File: src/rtl/run_watchdog.sv
// Run/progress watchdog: total run-cycle limit plus per-channel inactivity timeout,
// latching a sticky expiry with its cause and the offending channels.
module run_watchdog #(
    parameter int unsigned CHANNELS   = 7,
    parameter int unsigned CNT_W      = 32,
    parameter int unsigned TIMEOUT    = 1024,
    parameter int unsigned IDLE_LIMIT = 256,
    parameter int unsigned IDX_W      = (CHANNELS > 1) ? $clog2(CHANNELS) : 1
) (
    input  logic                CLK,
    input  logic                resetn,
    input  logic                enable,
    input  logic                clear,
    input  logic                kick,
    input  logic [CHANNELS-1:0] activity,
    output logic                running,
    output logic                expired,
    output logic [1:0]          cause,
    output logic [CHANNELS-1:0] stuck_mask,
    output logic [IDX_W-1:0]    first_stuck,
    output logic [CNT_W-1:0]    cycles
);

    localparam int unsigned       IDLE_W   = (IDLE_LIMIT == 0) ? 1 : $clog2(IDLE_LIMIT + 1);
    localparam logic [IDLE_W-1:0] LIMIT    = IDLE_W'(IDLE_LIMIT);
    localparam bit                TOTAL_ON = (TIMEOUT != 0);
    localparam bit                IDLE_ON  = (IDLE_LIMIT != 0);
    localparam logic [CNT_W-1:0]  LAST     = CNT_W'(TOTAL_ON ? TIMEOUT - 1 : 0);

    typedef enum logic [1:0] {
        ST_IDLE  = 2'd0,
        ST_RUN   = 2'd1,
        ST_PAUSE = 2'd2,
        ST_DONE  = 2'd3
    } state_t;

    state_t              state;
    logic [CHANNELS-1:0] prev_act;
    logic                fresh;
    logic [IDLE_W-1:0]   idle_cnt [CHANNELS];

    logic [IDLE_W-1:0]   idle_nxt [CHANNELS];
    logic [CHANNELS-1:0] toggle;
    logic [CHANNELS-1:0] at_limit;
    logic [CNT_W-1:0]    cyc_nxt;
    logic                total_hit;
    logic                idle_hit;
    logic [IDX_W-1:0]    first_idx;

    // Counter updates and expiry detection for a RUN edge; the first RUN edge after
    // IDLE ignores toggles so a stale prev_act cannot look like progress.
    always_comb begin
        toggle    = fresh ? '0 : (activity ^ prev_act);
        cyc_nxt   = (cycles == '1) ? cycles : cycles + CNT_W'(1);
        total_hit = TOTAL_ON && (cycles == LAST);
        at_limit  = '0;
        for (int i = 0; i < int'(CHANNELS); i++) begin
            idle_nxt[i] = idle_cnt[i];
            if (toggle[i] || kick)
                idle_nxt[i] = '0;
            else if (idle_cnt[i] >= LIMIT)
                idle_nxt[i] = LIMIT;
            else
                idle_nxt[i] = idle_cnt[i] + IDLE_W'(1);
            at_limit[i] = IDLE_ON && (idle_nxt[i] == LIMIT);
        end
        idle_hit  = |at_limit;
        first_idx = '0;
        for (int i = int'(CHANNELS) - 1; i >= 0; i--) begin
            if (at_limit[i])
                first_idx = IDX_W'(i);
        end
    end

    // State, counters and registered outputs.
    always_ff @(posedge CLK or negedge resetn) begin
        if (!resetn) begin
            state       <= ST_IDLE;
            prev_act    <= '0;
            fresh       <= 1'b0;
            running     <= 1'b0;
            expired     <= 1'b0;
            cause       <= 2'd0;
            stuck_mask  <= '0;
            first_stuck <= '0;
            cycles      <= '0;
            for (int i = 0; i < int'(CHANNELS); i++)
                idle_cnt[i] <= '0;
        end else begin
            prev_act <= activity;
            if (clear) begin
                state       <= ST_IDLE;
                fresh       <= 1'b0;
                running     <= 1'b0;
                expired     <= 1'b0;
                cause       <= 2'd0;
                stuck_mask  <= '0;
                first_stuck <= '0;
                cycles      <= '0;
                for (int i = 0; i < int'(CHANNELS); i++)
                    idle_cnt[i] <= '0;
            end else begin
                case (state)
                    ST_IDLE: begin
                        if (enable) begin
                            state   <= ST_RUN;
                            running <= 1'b1;
                            fresh   <= 1'b1;
                        end
                    end
                    ST_RUN: begin
                        cycles <= cyc_nxt;
                        fresh  <= 1'b0;
                        for (int i = 0; i < int'(CHANNELS); i++)
                            idle_cnt[i] <= idle_nxt[i];
                        if (total_hit || idle_hit) begin
                            state       <= ST_DONE;
                            running     <= 1'b0;
                            expired     <= 1'b1;
                            cause       <= total_hit ? 2'd1 : 2'd2;
                            stuck_mask  <= at_limit;
                            first_stuck <= first_idx;
                        end else if (!enable) begin
                            state   <= ST_PAUSE;
                            running <= 1'b0;
                        end
                    end
                    ST_PAUSE: begin
                        if (enable) begin
                            state   <= ST_RUN;
                            running <= 1'b1;
                        end
                    end
                    default: begin
                        state <= ST_DONE;
                    end
                endcase
            end
        end
    end

endmodule

File: config.mk
export PLATFORM = sky130hd
export DESIGN_NAME = run_watchdog
export DESIGN_NICKNAME = d
export VERILOG_FILES = /design/src/rtl/run_watchdog.sv
export SDC_FILE = /design/constraint.sdc
export NUM_CORES = 1
export LEC_CHECK = 0
export BUFFER_PORTS_ARGS = -buffer_cell sky130_fd_sc_hd__clkbuf_2
export CAP_MARGIN = 10
export CORE_MARGIN = 5
export CORE_UTILIZATION = 54
export CTS_CLUSTER_DIAMETER = 50
export DETAILED_ROUTE_END_ITERATION = 16
export PLACE_DENSITY = 0.87
export SETUP_SLACK_MARGIN = 0.5
export SYNTH_ARGS = -nofsm -noshare
export SYNTH_HDL_FRONTEND = slang
export SYNTH_SLANG_ARGS = --single-unit
File: constraint.sdc
create_clock -name CLK -period 2.85 [get_ports CLK]
set_clock_uncertainty 0.1 [all_clocks]
set_input_delay 0.285 -clock CLK [delete_from_list [all_inputs] [get_ports CLK]]
set_output_delay 0.285 -clock CLK [all_outputs]
set_load 0.005 [all_outputs]
# Yosys cells after proc, flatten, opt, wreduce, memory -nomap -nowiden

Index checks and enable logic that the tools add are counted.

Output and inout bits: 46
Input port bits: 12
Bits in registers: 119
Logic and storage cells: 119

Bitwise operators: 1
Reduce and logical (&&, ||, !) cells: 20
Magnitude comparators: 7
Equality and inequality tests: 15
Multiplexer cells: 52
Add/sub/neg operators: 8

Operators with widths:

| kind                                                               | number |
|---|---|
| 63-bit 2-to-1 mux                                                  | 2 |
| 9-bit 2-to-1 mux                                                   | 14 |
| 32-bit 2-to-1 mux                                                  | 3 |
| 9-bit by 1-bit adder with 9-bit output (second input constant)     | 7 |
| 9-bit == test (second input constant)                              | 7 |
| 9-bit greater-or-equal comparator (second input constant)          | 7 |
| 32-bit by 1-bit adder with 32-bit output (second input constant)   | 1 |
| 32-bit by 10-bit == test with 1-bit output (second input constant) | 1 |
| 32-bit == test (second input constant)                             | 1 |
| 3-bit 2-to-1 mux                                                   | 10 |
| 7-bit 2-to-1 mux                                                   | 4 |
| 2-bit 2-to-1 mux                                                   | 8 |
| 1-bit logical OR                                                   | 8 |
| 1-bit 2-to-1 mux                                                   | 8 |
| 2-bit AND reduction                                                | 4 |
| 7-bit OR reduction                                                 | 1 |
| 7-bit XOR                                                          | 1 |
| 3-bit nonzero test                                                 | 2 |
| 4-bit != test (second input constant)                              | 1 |
| 1-bit case mux with 2 select lines                                 | 2 |
| 2-bit case mux with 2 select lines                                 | 1 |
| 2-bit nonzero test                                                 | 2 |
| 3-bit by 1-bit != test with 1-bit output (second input constant)   | 1 |
| 3-bit != test (second input constant)                              | 1 |
| other kinds (6)                                                    | 6 |

# Logic depth before layout (Yosys ltp)

Depth in word-level cells: 15
Depth in mapped cells: 10
Gate-level depth less buffers: 9

# Worst setup path before layout

No wires, ideal clock.

Path kind: register -> register
Start: register idle_cnt[27] (netlist name)
End: register running
Cell stages (with the launch flop): 9
Period minus slack after synthesis: 2.938 ns
Data arrival time: 2.739 ns
Buffers on the path: 1
Setup time: 0.099 ns
Required time: 2.651 ns
Slack: -0.088 ns
Path through: dfrtp_1 -> nand3_2 -> or4_1 -> a2111o_1 -> o211ai_2 -> or3b_1 -> buf_2 -> or4b_1 -> a311oi_1

Cells in the longest elaborated chain, start to end: 9
Elaborated cells on any way between the ends: 12
Classes of those cells: add/sub (1); order compare (1); eq/ne (2); mux (5); reduce/logical (3)

RTL lines:

| item                                                                                        | line   | source |
|---|---|---|
| start: declaration                                                                          | 40     | `logic [IDLE_W-1:0] idle_cnt [CHANNELS];` |
| start signal: indexed assignment                                                            | 115    | `idle_cnt[i] <= idle_nxt[i];` |
| 9-bit by 1-bit adder with 9-bit output or 9-bit greater-or-equal comparator (tied branches) | 64, 61 |  |
| 9-bit 2-to-1 mux *                                                                          | 61     | `else if (idle_cnt[i] >= LIMIT)` |
| 9-bit 2-to-1 mux *                                                                          | 59     | `if (toggle[i] \|\| kick)` |
| 9-bit == test *                                                                             | 65     | `at_limit[i] = IDLE_ON && (idle_nxt[i] == LIMIT);` |
| 7-bit OR reduction *                                                                        | 67     | `idle_hit = \|at_limit;` |
| 1-bit logical OR *                                                                          | 116    | `if (total_hit \|\| idle_hit) begin` |
| 1-bit 2-to-1 mux                                                                            | 116    |  |
| 1-bit case mux with 2 select lines                                                          | 103    | `case (state)` |
| 1-bit 2-to-1 mux                                                                            | 91     | `if (clear) begin` |
| end signal: assignment                                                                      | 94     | `running <= 1'b0;` |
| end signal: assignment                                                                      | 107    | `running <= 1'b1;` |
| end signal: assignment                                                                      | 118    | `running <= 1'b0;` |
| end: declaration                                                                            | 16     | `output logic running,` |

Every way passes the cells marked *; elsewhere a longest branch is shown, timed or not.
A chain may end at the register's enable or synchronous reset.

# Final worst setup path

Start: register idle_cnt[28] (netlist name)
End: register running

The elaborated chain is that of the path after synthesis.

==> impl_metrics.json <==
{
  "switchingPower_uw": 937,
  "ys_warn_count": 0,
  "syn2layout_area_growth_pct": 25.4,
  "period_share_pct": 96.6,
  "path_clk_slew_ns": 0.06,
  "antenna_found_initial": 0,
  "start_util_pct": 54.5,
  "tightest_slew_ns": 0.727,
  "setup_slack_ns": 0.0967,
  "path_cells": "nand3_2 -> or4_1 -> a2111o_1 -> o211ai_2 -> or3b_4 -> or4b_1 -> a311oi_1",
  "synth-seq-cells": 119,
  "crit_type": "register to register",
  "min_path_type": "input pin to register",
  "track_usage_pct": 24.7,
  "p_sw_share_pct": 23.0,
  "die_w_um": 117,
  "clk-insertion-delay-late_ns": 0.43,
  "power_frac_seq_pct": 42.2,
  "multi_input_area_mm2": 0.00316,
  "drt-initial-drc-count": 400,
  "status": "complete, no violations",
  "crit_fanout": 3,
  "synth_mux_area_share_pct": 0,
  "wl_um": 16300,
  "cts_max_path_buffers": 2,
  "dpl_worst_slack_ns": -0.0187,
  "drc": 0,
  "cts_buffers": 17,
  "core_area_mm2": 0.0113,
  "p_per_area_mw_per_mm2": 526,
  "cp_top_family": "simple AND/OR/NAND/NOR gates",
  "worstPathArrival_ns": 2.99,
  "synth_area_mm2": 0.00617,
  "rows": 39,
  "vdd_drop_max_mv": 0.539,
  "clock_sinks": 119,
  "root_buffer": "clkbuf_16",
  "combPwrFrac_pct": 5.0,
  "maxCapViolCount": 0,
  "vias_per_cell": 6.03,
  "ys_types": 54,
  "synthesis.nets": 697,
  "grt_pass1_wl_um": 26600,
  "async_reset_ff_share_pct": 100,
  "final_core_util_pct": 68.4,
  "cp-start-kind": "register",
  "worst_slew_margin_rel_pct": 51.5,
  "synth_top_family_by_area": "simple AND/OR/NAND/NOR gates",
  "syn_area_per_cell_um2": 9.21,
  "critical_path_buf_inv_count": 0,
  "pwr-share-clk_pct": 52.8,
  "p_total_uw": 4070,
  "dieArea_mm2": 0.0137,
  "n_antenna_cell": 0,
  "io-pin-count": 58,
  "first_global_vias": 5576,
  "synth_ff_type": "dfrtp_1",
  "report.final.slew_viol_count": 0,
  "worst_ep_required_time_ns": 3.08,
  "cts_tree": "done",
  "place.gp.congestion": 0.835,
  "overflow": 0,
  "dp_hpwl_um": 10400,
  "fmax_mhz": 363,
  "intPower_uw": 3130,
  "numPortBuffers": 57,
  "crit_path_end_kind": "register",
  "grt_max_degree": 66,
  "die_h_um": 117,
  "synthXorXnorAreaFrac_pct": 5.53,
  "syn_inst": 670,
  "firstDrtPassIters": 5,
  "synth_edf_count": 0,
  "h-tree-depth": 4,
  "setup_viol": 0,
  "regArea_mm2": 0.00299,
  "cp_slowest_stage_delay_ns": 0.48,
  "rsz0062_at_grt": "true",
  "via_count": 5602,
  "synth_fa_ha_area_share_pct": 3.04,
  "leakage_uw": 0.00342,
  "synth_compound_area_share_pct": 17.5,
  "synthSimpleGateAreaFrac_pct": 22.4,
  "hold_viol": 0,
  "fillers": 795,
  "drive_gt1_share_pct": 22.5,
  "avgRoutedWirePerCell_um": 17.5,
  "yosysSeqAreaShare_pct": 48.2,
  "fin_crit_ns": 2.75,
  "fin_nets": 800,
  "cpMaxStageDelayCell": "or4b_1",
  "detail-route-antenna-nets": 0
}
[kinds of logic after synthesis]
logic type,after synthesis
buf+inv,54
flops,119
xor+xnor,39
fa+ha+maj,15
simple gates,278
compound gates,165
[synthesized netlist by cell type, types with 8 or more instances]
library cell / count / area, um^2
nor4_1: 8 / 50.1
o21ai_0: 73 / 365
xor2_1: 20 / 175
nand2b_1: 13 / 81.3
nor3_1: 11 / 55.1
clkbuf_1: 21 / 78.8
nand4_1: 14 / 87.6
and3_1: 20 / 125
o31ai_1: 15 / 113
ha_1: 15 / 188
nor2_1: 50 / 188
xnor2_1: 19 / 166
nand3_1: 37 / 185
or3_1: 9 / 56.3
a22o_1: 8 / 70.1
inv_1: 30 / 113
nand2_1: 84 / 315
a21oi_1: 19 / 95.1
dfrtp_1: 119 / 2980
[final timing paths]
kind / startpoint / to / slack (ns) / cells after the start
max: idle_cnt[28]$_DFFE_PN0N_ / running$_DFFE_PN0P_ / 0.1 / 7
min: enable / state[0]$_DFFE_PN0P_ / 0.11 / 3
max reg2reg: idle_cnt[28]$_DFFE_PN0N_ / running$_DFFE_PN0P_ / 0.1 / 7
min reg2reg: idle_cnt[16]$_DFFE_PN0N_ / idle_cnt[16]$_DFFE_PN0N_ / 0.39 / 1
max in group asynchronous: resetn / idle_cnt[20]$_DFFE_PN0N_ / 1.72 / 3
min in group asynchronous: resetn / idle_cnt[39]$_DFFE_PN0N_ / 0.21 / 2
[cell usage in the layout (no fill, tap or decap), types with 8 or more instances in the layout]
cell,count
a21oi_1,18
a22o_1,8
and3_1,20
buf_4,41
clkbuf_16,17
clkbuf_2,56
dfrtp_1,111
dfrtp_2,8
dlygate4sd3_1,8
ha_1,15
inv_1,30
nand2_1,84
nand2b_1,13
nand3_1,34
nand4_1,14
nor2_1,49
nor3_1,8
o21ai_0,72
o31ai_1,15
xnor2_1,18
xor2_1,20
[layer usage]
metal	GRT usage, %	up-vias	part of all wire (%)
met2	41.4	212	51
met4	10.9	0	3.0
met5	0	-	0
li1	-	2609	-
met1	30.4	2735	40
met3	6.22	46	6.4
[through the flow]
stage / hold WS [ns] / std cells / setup TNS, ns / cell area [um^2]
2_1_floorplan: -0.111 / 670 / 0 / 6180
3_3_place_gp: 0.126 / 865 / 0 / 6710
3_5_place_dp: 0.139 / 865 / -0.0187 / 6710
4_1_cts: 0.0943 / 914 / 0 / 7560
5_1_grt: 0.118 / 929 / 0 / 7740
6_report: 0.113 / 929 / 0 / 7740
[state kept, by name, summed over array words and instances, names as in the netlist]
name / cells
prev_act: 7
running: 1
state: 2
expired: 1
first_stuck: 3
cycles: 32
idle_cnt: 63
fresh: 1
cause: 2
stuck_mask: 7
[worst reg2reg max path, stage by stage, from the launching register on]
cell and delay, ns:
dfrtp_1 0.39, nand3_2 0.10, or4_1 0.47, a2111o_1 0.40, o211ai_2 0.08, or3b_4 0.41, or4b_1 0.48, a311oi_1 0.22
[repair_timing]
| item | in CTS | in global routing |
|---|---|---|
| hold buffers | 8 | 0 |
| gates cloned | 1 | 0 |
| buffers inserted | 8 | 15 |
| setup endpoints to repair | 49 | 48 |
| pin swaps | 4 | 12 |
| endpoints found under the hold margin | 33 | 0 |
| gates resized for setup | 28 | 17 |
[power groups by stage]
stage	registers (uW)	logic, uW	clock network, uW
6_report	1720	205	2150
5_1_grt	1720	228	2260
4_1_cts	1720	198	2170
3_5_place_dp	1750	183	0
3_3_place_gp	1750	176	0
2_1_floorplan	1740	90.4	0
[cell type report]
class | count | share of cell area (%)
tap | 143 | 2.31
clock buffer | 19 | 5.59
multi-input combinational | 497 | 40.8
inverter | 30 | 1.46
sequential | 119 | 38.6
timing repair buffer | 108 | 9.18
clock inverter | 13 | 2.02
No activity file was read; power rests on OpenSTA's default activity.
